File: src/rtl/i2c_pkg.sv
// Shared types and constants for the I2C register target.
package i2c_pkg;

    localparam int unsigned BYTE_W = 8;

    localparam logic ACK  = 1'b0;
    localparam logic NACK = 1'b1;

    localparam logic [6:0] DEFAULT_DEVICE_ADDR = 7'h39;

    typedef enum logic [3:0] {
        ST_IDLE,
        ST_ADDR,
        ST_ADDR_ACK,
        ST_PTR,
        ST_PTR_ACK,
        ST_WR,
        ST_WR_ACK,
        ST_RD,
        ST_RD_ACK,
        ST_WAIT
    } state_t;

endpackage

File: src/rtl/i2c_reg_target_if.sv
// Pad and register-file signals of the I2C register target.
interface i2c_reg_target_if;
    import i2c_pkg::*;

    logic              SCL_IN;
    logic              SDA_IN;
    logic              SDA_OE;
    logic [BYTE_W-1:0] REG_ADDR;
    logic [BYTE_W-1:0] REG_WDATA;
    logic              REG_WE;
    logic              REG_RE;
    logic [BYTE_W-1:0] REG_RDATA;
    logic              BUSY;

    // Target side (the register target itself).
    modport slave (
        input  SCL_IN,
        input  SDA_IN,
        input  REG_RDATA,
        output SDA_OE,
        output REG_ADDR,
        output REG_WDATA,
        output REG_WE,
        output REG_RE,
        output BUSY
    );

    // Environment side (bus initiator plus register storage).
    modport master (
        output SCL_IN,
        output SDA_IN,
        output REG_RDATA,
        input  SDA_OE,
        input  REG_ADDR,
        input  REG_WDATA,
        input  REG_WE,
        input  REG_RE,
        input  BUSY
    );

endinterface

File: src/rtl/i2c_line_filter.sv
// Two-flop synchronizer plus glitch filter for one open-drain line.
// The filtered level only changes after FILTER_LEN consecutive synchronized
// samples disagree with it; rise/fall pulse in the same cycle the level moves.
module i2c_line_filter #(
    parameter int unsigned FILTER_LEN = 3
) (
    input  logic clk,
    input  logic rst,
    input  logic raw,
    output logic level,
    output logic rise,
    output logic fall
);

    localparam int unsigned CNT_W = 3;
    localparam logic [CNT_W-1:0] CNT_LAST = CNT_W'(FILTER_LEN - 1);

    logic             sync1;
    logic             sync2;
    logic [CNT_W-1:0] cnt;

    // Metastability synchronizer; idles high like a pulled-up bus line.
    always_ff @(posedge clk or posedge rst) begin
        if (rst) begin
            sync1 <= 1'b1;
            sync2 <= 1'b1;
        end else begin
            sync1 <= raw;
            sync2 <= sync1;
        end
    end

    // Count consecutive disagreeing samples; accept the new level on the last one.
    always_ff @(posedge clk or posedge rst) begin
        if (rst) begin
            level <= 1'b1;
            rise  <= 1'b0;
            fall  <= 1'b0;
            cnt   <= '0;
        end else begin
            rise <= 1'b0;
            fall <= 1'b0;
            if (sync2 == level) begin
                cnt <= '0;
            end else if (cnt == CNT_LAST) begin
                level <= sync2;
                rise  <= sync2;
                fall  <= ~sync2;
                cnt   <= '0;
            end else begin
                cnt <= cnt + CNT_W'(1);
            end
        end
    end

endmodule

File: src/rtl/i2c_reg_target.sv
// I2C target exposing an 8-bit-addressed register file (pointer, write, read).
module i2c_reg_target
    import i2c_pkg::*;
#(
    parameter logic [6:0]  DEVICE_ADDR = DEFAULT_DEVICE_ADDR,
    parameter int unsigned FILTER_LEN  = 3
) (
    input  logic           CLK_50MHZ,
    input  logic           RESET,
    i2c_reg_target_if.slave bus
);

    localparam int unsigned CNT_W = 4;

    state_t            state;
    logic [CNT_W-1:0]  bit_cnt;
    logic [BYTE_W-2:0] shift;
    logic [BYTE_W-1:0] ptr;
    logic [BYTE_W-1:0] wdata;
    logic              rw;
    logic              sda_oe;
    logic              reg_we;
    logic              reg_re;
    logic              busy;

    logic              scl_lvl;
    logic              scl_rise;
    logic              scl_fall;
    logic              sda_lvl;
    logic              sda_rise;
    logic              sda_fall;

    logic              start_c;
    logic              stop_c;
    logic [BYTE_W-1:0] rx_byte_c;

    i2c_line_filter #(.FILTER_LEN(FILTER_LEN)) u_scl_filter (
        .clk   (CLK_50MHZ),
        .rst   (RESET),
        .raw   (bus.SCL_IN),
        .level (scl_lvl),
        .rise  (scl_rise),
        .fall  (scl_fall)
    );

    i2c_line_filter #(.FILTER_LEN(FILTER_LEN)) u_sda_filter (
        .clk   (CLK_50MHZ),
        .rst   (RESET),
        .raw   (bus.SDA_IN),
        .level (sda_lvl),
        .rise  (sda_rise),
        .fall  (sda_fall)
    );

    // Bus conditions and the byte completed by the current SCL rise.
    assign start_c   = sda_fall & scl_lvl;
    assign stop_c    = sda_rise & scl_lvl;
    assign rx_byte_c = {shift, sda_lvl};

    // Protocol engine: START/STOP first, then the SCL-rise / SCL-fall actions.
    always_ff @(posedge CLK_50MHZ or posedge RESET) begin
        if (RESET) begin
            state   <= ST_IDLE;
            bit_cnt <= '0;
            shift   <= '0;
            ptr     <= '0;
            wdata   <= '0;
            rw      <= 1'b0;
            sda_oe  <= 1'b0;
            reg_we  <= 1'b0;
            reg_re  <= 1'b0;
            busy    <= 1'b0;
        end else begin
            reg_we <= 1'b0;
            reg_re <= 1'b0;

            // Pointer advances the cycle after a write strobe so REG_ADDR holds during it.
            if (reg_we) begin
                ptr <= ptr + BYTE_W'(1);
            end

            // Read data arrives the cycle after the strobe: load it and drive the MSB.
            if (reg_re) begin
                shift  <= bus.REG_RDATA[BYTE_W-2:0];
                sda_oe <= ~bus.REG_RDATA[BYTE_W-1];
                ptr    <= ptr + BYTE_W'(1);
            end

            if (start_c) begin
                state   <= ST_ADDR;
                bit_cnt <= '0;
                sda_oe  <= 1'b0;
            end else if (stop_c) begin
                state  <= ST_IDLE;
                sda_oe <= 1'b0;
                busy   <= 1'b0;
            end else if (scl_rise) begin
                case (state)
                    ST_ADDR, ST_PTR, ST_WR: begin
                        shift   <= rx_byte_c[BYTE_W-2:0];
                        bit_cnt <= bit_cnt + CNT_W'(1);
                        if (bit_cnt == CNT_W'(BYTE_W - 1)) begin
                            if (state == ST_ADDR) begin
                                if (rx_byte_c[BYTE_W-1:1] == DEVICE_ADDR) begin
                                    state <= ST_ADDR_ACK;
                                    busy  <= 1'b1;
                                    rw    <= rx_byte_c[0];
                                end else begin
                                    state <= ST_WAIT;
                                    busy  <= 1'b0;
                                end
                            end else if (state == ST_PTR) begin
                                ptr   <= rx_byte_c;
                                state <= ST_PTR_ACK;
                            end else begin
                                reg_we <= 1'b1;
                                wdata  <= rx_byte_c;
                                state  <= ST_WR_ACK;
                            end
                        end
                    end
                    ST_ADDR_ACK, ST_PTR_ACK, ST_WR_ACK: begin
                        bit_cnt <= CNT_W'(BYTE_W + 1);
                    end
                    ST_RD: begin
                        if (bit_cnt < CNT_W'(BYTE_W)) begin
                            bit_cnt <= bit_cnt + CNT_W'(1);
                        end
                    end
                    ST_RD_ACK: begin
                        if (sda_lvl == ACK) begin
                            state   <= ST_RD;
                            bit_cnt <= CNT_W'(BYTE_W + 1);
                        end else begin
                            state <= ST_WAIT;
                        end
                    end
                    default: begin
                    end
                endcase
            end else if (scl_fall) begin
                case (state)
                    ST_ADDR_ACK, ST_PTR_ACK, ST_WR_ACK: begin
                        if (bit_cnt == CNT_W'(BYTE_W)) begin
                            sda_oe <= 1'b1;
                        end else if (bit_cnt == CNT_W'(BYTE_W + 1)) begin
                            bit_cnt <= '0;
                            if (state == ST_ADDR_ACK && rw) begin
                                // Keep SDA low until the first read bit replaces it.
                                state  <= ST_RD;
                                reg_re <= 1'b1;
                            end else begin
                                sda_oe <= 1'b0;
                                state  <= (state == ST_ADDR_ACK) ? ST_PTR : ST_WR;
                            end
                        end
                    end
                    ST_RD: begin
                        if (bit_cnt == CNT_W'(BYTE_W + 1)) begin
                            reg_re  <= 1'b1;
                            bit_cnt <= '0;
                        end else if (bit_cnt == CNT_W'(BYTE_W)) begin
                            sda_oe <= 1'b0;
                            state  <= ST_RD_ACK;
                        end else if (bit_cnt != '0) begin
                            shift  <= {shift[BYTE_W-3:0], NACK};
                            sda_oe <= ~shift[BYTE_W-2];
                        end
                    end
                    default: begin
                    end
                endcase
            end
        end
    end

    assign bus.SDA_OE    = sda_oe;
    assign bus.REG_ADDR  = ptr;
    assign bus.REG_WDATA = wdata;
    assign bus.REG_WE    = reg_we;
    assign bus.REG_RE    = reg_re;
    assign bus.BUSY      = busy;

endmodule

File: src/flat_wrapper.sv
// flat-port wrapper written by rule: the top's interface ports become plain ports
module i2c_reg_target_flat import i2c_pkg::*;
#(
    parameter logic [6:0]  DEVICE_ADDR = DEFAULT_DEVICE_ADDR,
    parameter int unsigned FILTER_LEN  = 3
)
  (CLK_50MHZ, RESET, bus_SCL_IN, bus_SDA_IN, bus_REG_RDATA, bus_SDA_OE, bus_REG_ADDR, bus_REG_WDATA, bus_REG_WE, bus_REG_RE, bus_BUSY);
  i2c_reg_target_if bus_i ();
  input  logic CLK_50MHZ;
  input  logic RESET;
  input wire logic [$bits(bus_i.SCL_IN)-1:0] bus_SCL_IN;
  input wire logic [$bits(bus_i.SDA_IN)-1:0] bus_SDA_IN;
  input wire logic [$bits(bus_i.REG_RDATA)-1:0] bus_REG_RDATA;
  output wire logic [$bits(bus_i.SDA_OE)-1:0] bus_SDA_OE;
  output wire logic [$bits(bus_i.REG_ADDR)-1:0] bus_REG_ADDR;
  output wire logic [$bits(bus_i.REG_WDATA)-1:0] bus_REG_WDATA;
  output wire logic [$bits(bus_i.REG_WE)-1:0] bus_REG_WE;
  output wire logic [$bits(bus_i.REG_RE)-1:0] bus_REG_RE;
  output wire logic [$bits(bus_i.BUSY)-1:0] bus_BUSY;
  assign bus_i.SCL_IN = bus_SCL_IN;
  assign bus_i.SDA_IN = bus_SDA_IN;
  assign bus_i.REG_RDATA = bus_REG_RDATA;
  assign bus_SDA_OE = bus_i.SDA_OE;
  assign bus_REG_ADDR = bus_i.REG_ADDR;
  assign bus_REG_WDATA = bus_i.REG_WDATA;
  assign bus_REG_WE = bus_i.REG_WE;
  assign bus_REG_RE = bus_i.REG_RE;
  assign bus_BUSY = bus_i.BUSY;
  i2c_reg_target #(.DEVICE_ADDR(DEVICE_ADDR), .FILTER_LEN(FILTER_LEN)) u_core (.CLK_50MHZ(CLK_50MHZ), .RESET(RESET), .bus(bus_i));
endmodule
File: config.mk
export PLATFORM = sky130hd
export DESIGN_NAME = i2c_reg_target_flat
export DESIGN_NICKNAME = d
export VERILOG_FILES = /design/src/rtl/i2c_pkg.sv /design/src/rtl/i2c_reg_target_if.sv /design/src/rtl/i2c_line_filter.sv /design/src/rtl/i2c_reg_target.sv /design/src/flat_wrapper.sv
export SDC_FILE = /design/constraint.sdc
export NUM_CORES = 1
export LEC_CHECK = 0
export CAP_MARGIN = 20
export CORE_UTILIZATION = 30
export CTS_BUF_LIST = sky130_fd_sc_hd__clkbuf_8 sky130_fd_sc_hd__clkbuf_16
export CTS_CLUSTER_SIZE = 40
export DETAILED_ROUTE_END_ITERATION = 7
export GPL_TIMING_DRIVEN = 0
export PLACE_DENSITY = 0.59
export SLEW_MARGIN = 20
export SYNTH_ARGS = -nofsm -noshare
export SYNTH_HDL_FRONTEND = slang
export SYNTH_SLANG_ARGS = --single-unit
File: constraint.sdc
create_clock -name CLK_50MHZ -period 2.81 [get_ports CLK_50MHZ]
set_clock_uncertainty 0.05 [all_clocks]
set_input_delay 0.562 -clock CLK_50MHZ [delete_from_list [all_inputs] [get_ports CLK_50MHZ]]
set_output_delay 0.562 -clock CLK_50MHZ [all_outputs]
set_load 0.05 [all_outputs]
==> metrics.cfg <==
[place]
placement.io_buffers=31
dpl.cell_count=433
placed_cell_area_um2=3310
place.detailed.hpwl_um=4820
globalplace.congestion=0.847
pre_cts_ws_ps=320

[synthesis]
synth.cell_area_um2=2830
synthesis.nets=306
asyncSetResetFlopFracSynth_pct=100
synthCells=290
synth_flop_cell=dfrtp_1
synth.lib_cells_used.distinct=57
synth_common_cells=dfrtp_1 (46), nand2_1 (33), o21ai_0 (23)
synth_sequential_area_ratio_pct=46.3
synthMostInstantiatedCell=dfrtp_1
yosys.area.top_type=dfrtp_1
yosysWarnings=0
synth-seq-cells=52
yosys.area.top_type_share_pct=40.7
synth_area_leaders=dfrtp_1 (41%), dfstp_2 (5.6%), nand2_1 (4.4%)
synth_enable_flop_cells=0
syn_area_per_cell_um2=9.76

[clocking]
postCtsResizedCells=0
cts_tree=yes
clkLatencyLatePin_ps=310
cts_max_path_buffers=2
max_h_tree_level=2
cts_made_buffers=5
numClockSinks=52
cts_setup_buffers=0
clk_root_buffer_cell=clkbuf_8
clkTransAtPathRegs_ps=100
holdBufCountCts=0

[pwr]
powerDensity_nw_per_um2=658
totalPowerFinal_mw=2.25
static_power_due_to_leakage_nw=1.33
max-vdd-ir-drop_mv=0.337

[setup_path]
setup.worst_path.start_class=flop
timing.rr.end=u_core.bus.REG_WDATA[5]
worst_ep_arrival_time_ps=2650
worstSetupStartpoint=u_core.u_sda_filter.fall
type_of_the_worst_setup_path=flop to flop
critical_path.max_fanout=10
regToRegStartpoint=u_core.u_sda_filter.fall
worstSetupEndpointType=flop
regToRegSetupSlack_ps=310
critical_path_required_ps=2960
reg2regPathDepth=4
setup.worst_path.end=u_core.bus.REG_WDATA[5]

[global_route]
grt-ovfl-total=0
grt_pass1_vias=2215
antenna_violations_before_repair=0
use_met2_pct=21.8
gr-usage-met3_pct=2.11
grt-busiest-layer=met2
grt_pass1_wl_um=10900
grt_use_met1_pct=19.8
grt_start_max_net_pins=32
grt.total_usage_pct=13.9

[route]
detail_route.iter0.violations=190
num_vias=2382
first_pass_iters=5
drtAntennaViolNets=0
detail_route.wirelength_um=6550
drc_errors=0
vias_per_cell=5.40
wire_length_per_cell_after_detailed_routing_um=14.8

[min_path]
min_path_type=flop to flop
timing.hold.worst.start=u_core.u_scl_filter.sync1

[timing]
timing.final.setup_violations=0
setup_tns_ps=0
timing.final.hold_violations=0
finalCritPeriodShare_pct=88.9
slew_headroom_pct=47.0
finalHoldWorstSlack_ps=311
finalWorstPathRequiredPeriod_ps=2500
worst_pin_slew_ps=790
timing.final.max_slew_violations=0
max_freq_mhz=400
final.setup.worst_slack_ps=311
setup_repair_after_global_routing_missed_its_margin=false

[die]
fp.dieH_um=99.1
die-width_um=99.1
die-area_um2=9820
placementRows=35
fp.coreArea_um2=9200
initial_core_util_pct=30.8
pin_count=32

[final_layout]
layout-drive-gt1-share_pct=11.2
fin_nets=345
fillerInstances=920
final_design_area_no_fill_um2=3430
fin_cells=441
area.growth.synth_to_final_pct=21.1
antenna_cells=0
finalCoreUtilization_pct=37.3

[run_status]
outcome=finished clean

[run]
maxCapViolations=0

-- layout make-up --
cell class              instances  area (um2)  area share (%)
clock inverters                 3        46.3            1.35
multi-input cells             216        1420            41.6
plain buffers                  14        71.3            2.08
repair buffers                 32         338            9.86
inverters                       8        30.0           0.877
clock buffers                   5        68.8            2.01
well taps                     111         139            4.05
flip-flops and latches         52        1310            38.2
-- state kept, by name (all words and copies together) (netlist names), 3 cells and up --
signal	flops
u_core.bus.REG_ADDR	8
u_core.bus.REG_WDATA	8
u_core.shift	7
u_core.bit_cnt	4
u_core.state	4
u_core.u_scl_filter.cnt	3
u_core.u_sda_filter.cnt	3
-- worst min path at each step --
| stage | to | depth (start not counted) |
|---|---|---|
| detailed placement | u_core.u_scl_filter.sync2 | 0 |
| CTS | u_core.u_scl_filter.sync2 | 0 |
| floorplan | u_core.u_scl_filter.sync2 | 0 |
| global route | u_core.u_sda_filter.sync2 | 0 |
| finish | u_core.u_scl_filter.sync2 | 0 |
| global placement | u_core.u_scl_filter.sync2 | 0 |
-- cells by family (layout without fill, tap and decap cells) --
group,after synthesis,count (layout),synth area share (%)
flops,52,52,46.3
fa+ha+maj,4,4,1.77
mux,19,19,7.21
buf+inv,22,62,3.58
simple gates,110,110,21.3
xor+xnor,12,12,3.72
compound gates,71,71,16.1
-- power by group --
group          switching, mW  leakage [nW]  internal [mW]
sequential             0.132         0.670          0.882
combinational          0.419         0.603          0.281
clock                  0.269        0.0600          0.270
-- critical path, stage by stage (launching register included) --
cell and delay, ps:
dfrtp_1 420, o21ai_1 570, nand4_1 270, nor3_2 660, mux2_2 410
-- cell usage in the layout (no fill, tap or decap), types with 3 or more instances in the layout --
cell / instances
dfrtp_1: 46
nand2_1: 33
clkdlybuf4s50_1: 31
o21ai_0: 23
nor2_1: 13
a21oi_1: 11
mux2_2: 11
nand2b_1: 10
clkbuf_1: 8
nand3_1: 8
xor2_1: 8
mux2i_1: 8
inv_1: 7
nand3b_1: 6
nor2b_1: 6
nor3_1: 6
dfstp_2: 6
nor3b_1: 5
clkbuf_8: 5
o21ai_1: 4
xnor2_1: 4
a211oi_1: 4
ha_1: 4
buf_2: 3
and2_1: 3
or4_1: 3
nand4_1: 3
o31ai_1: 3
-- routing by layer --
metal / part of all wire, % / up-vias / wire [um]
met3: 4.9 / 11 / 323
met4: 1.1 / 0 / 69
met2: 46 / 93 / 3000
met5: 0 / - / 0
met1: 48 / 1151 / 3160
li1: - / 1127 / -
No activity file was read; power rests on OpenSTA's default activity.
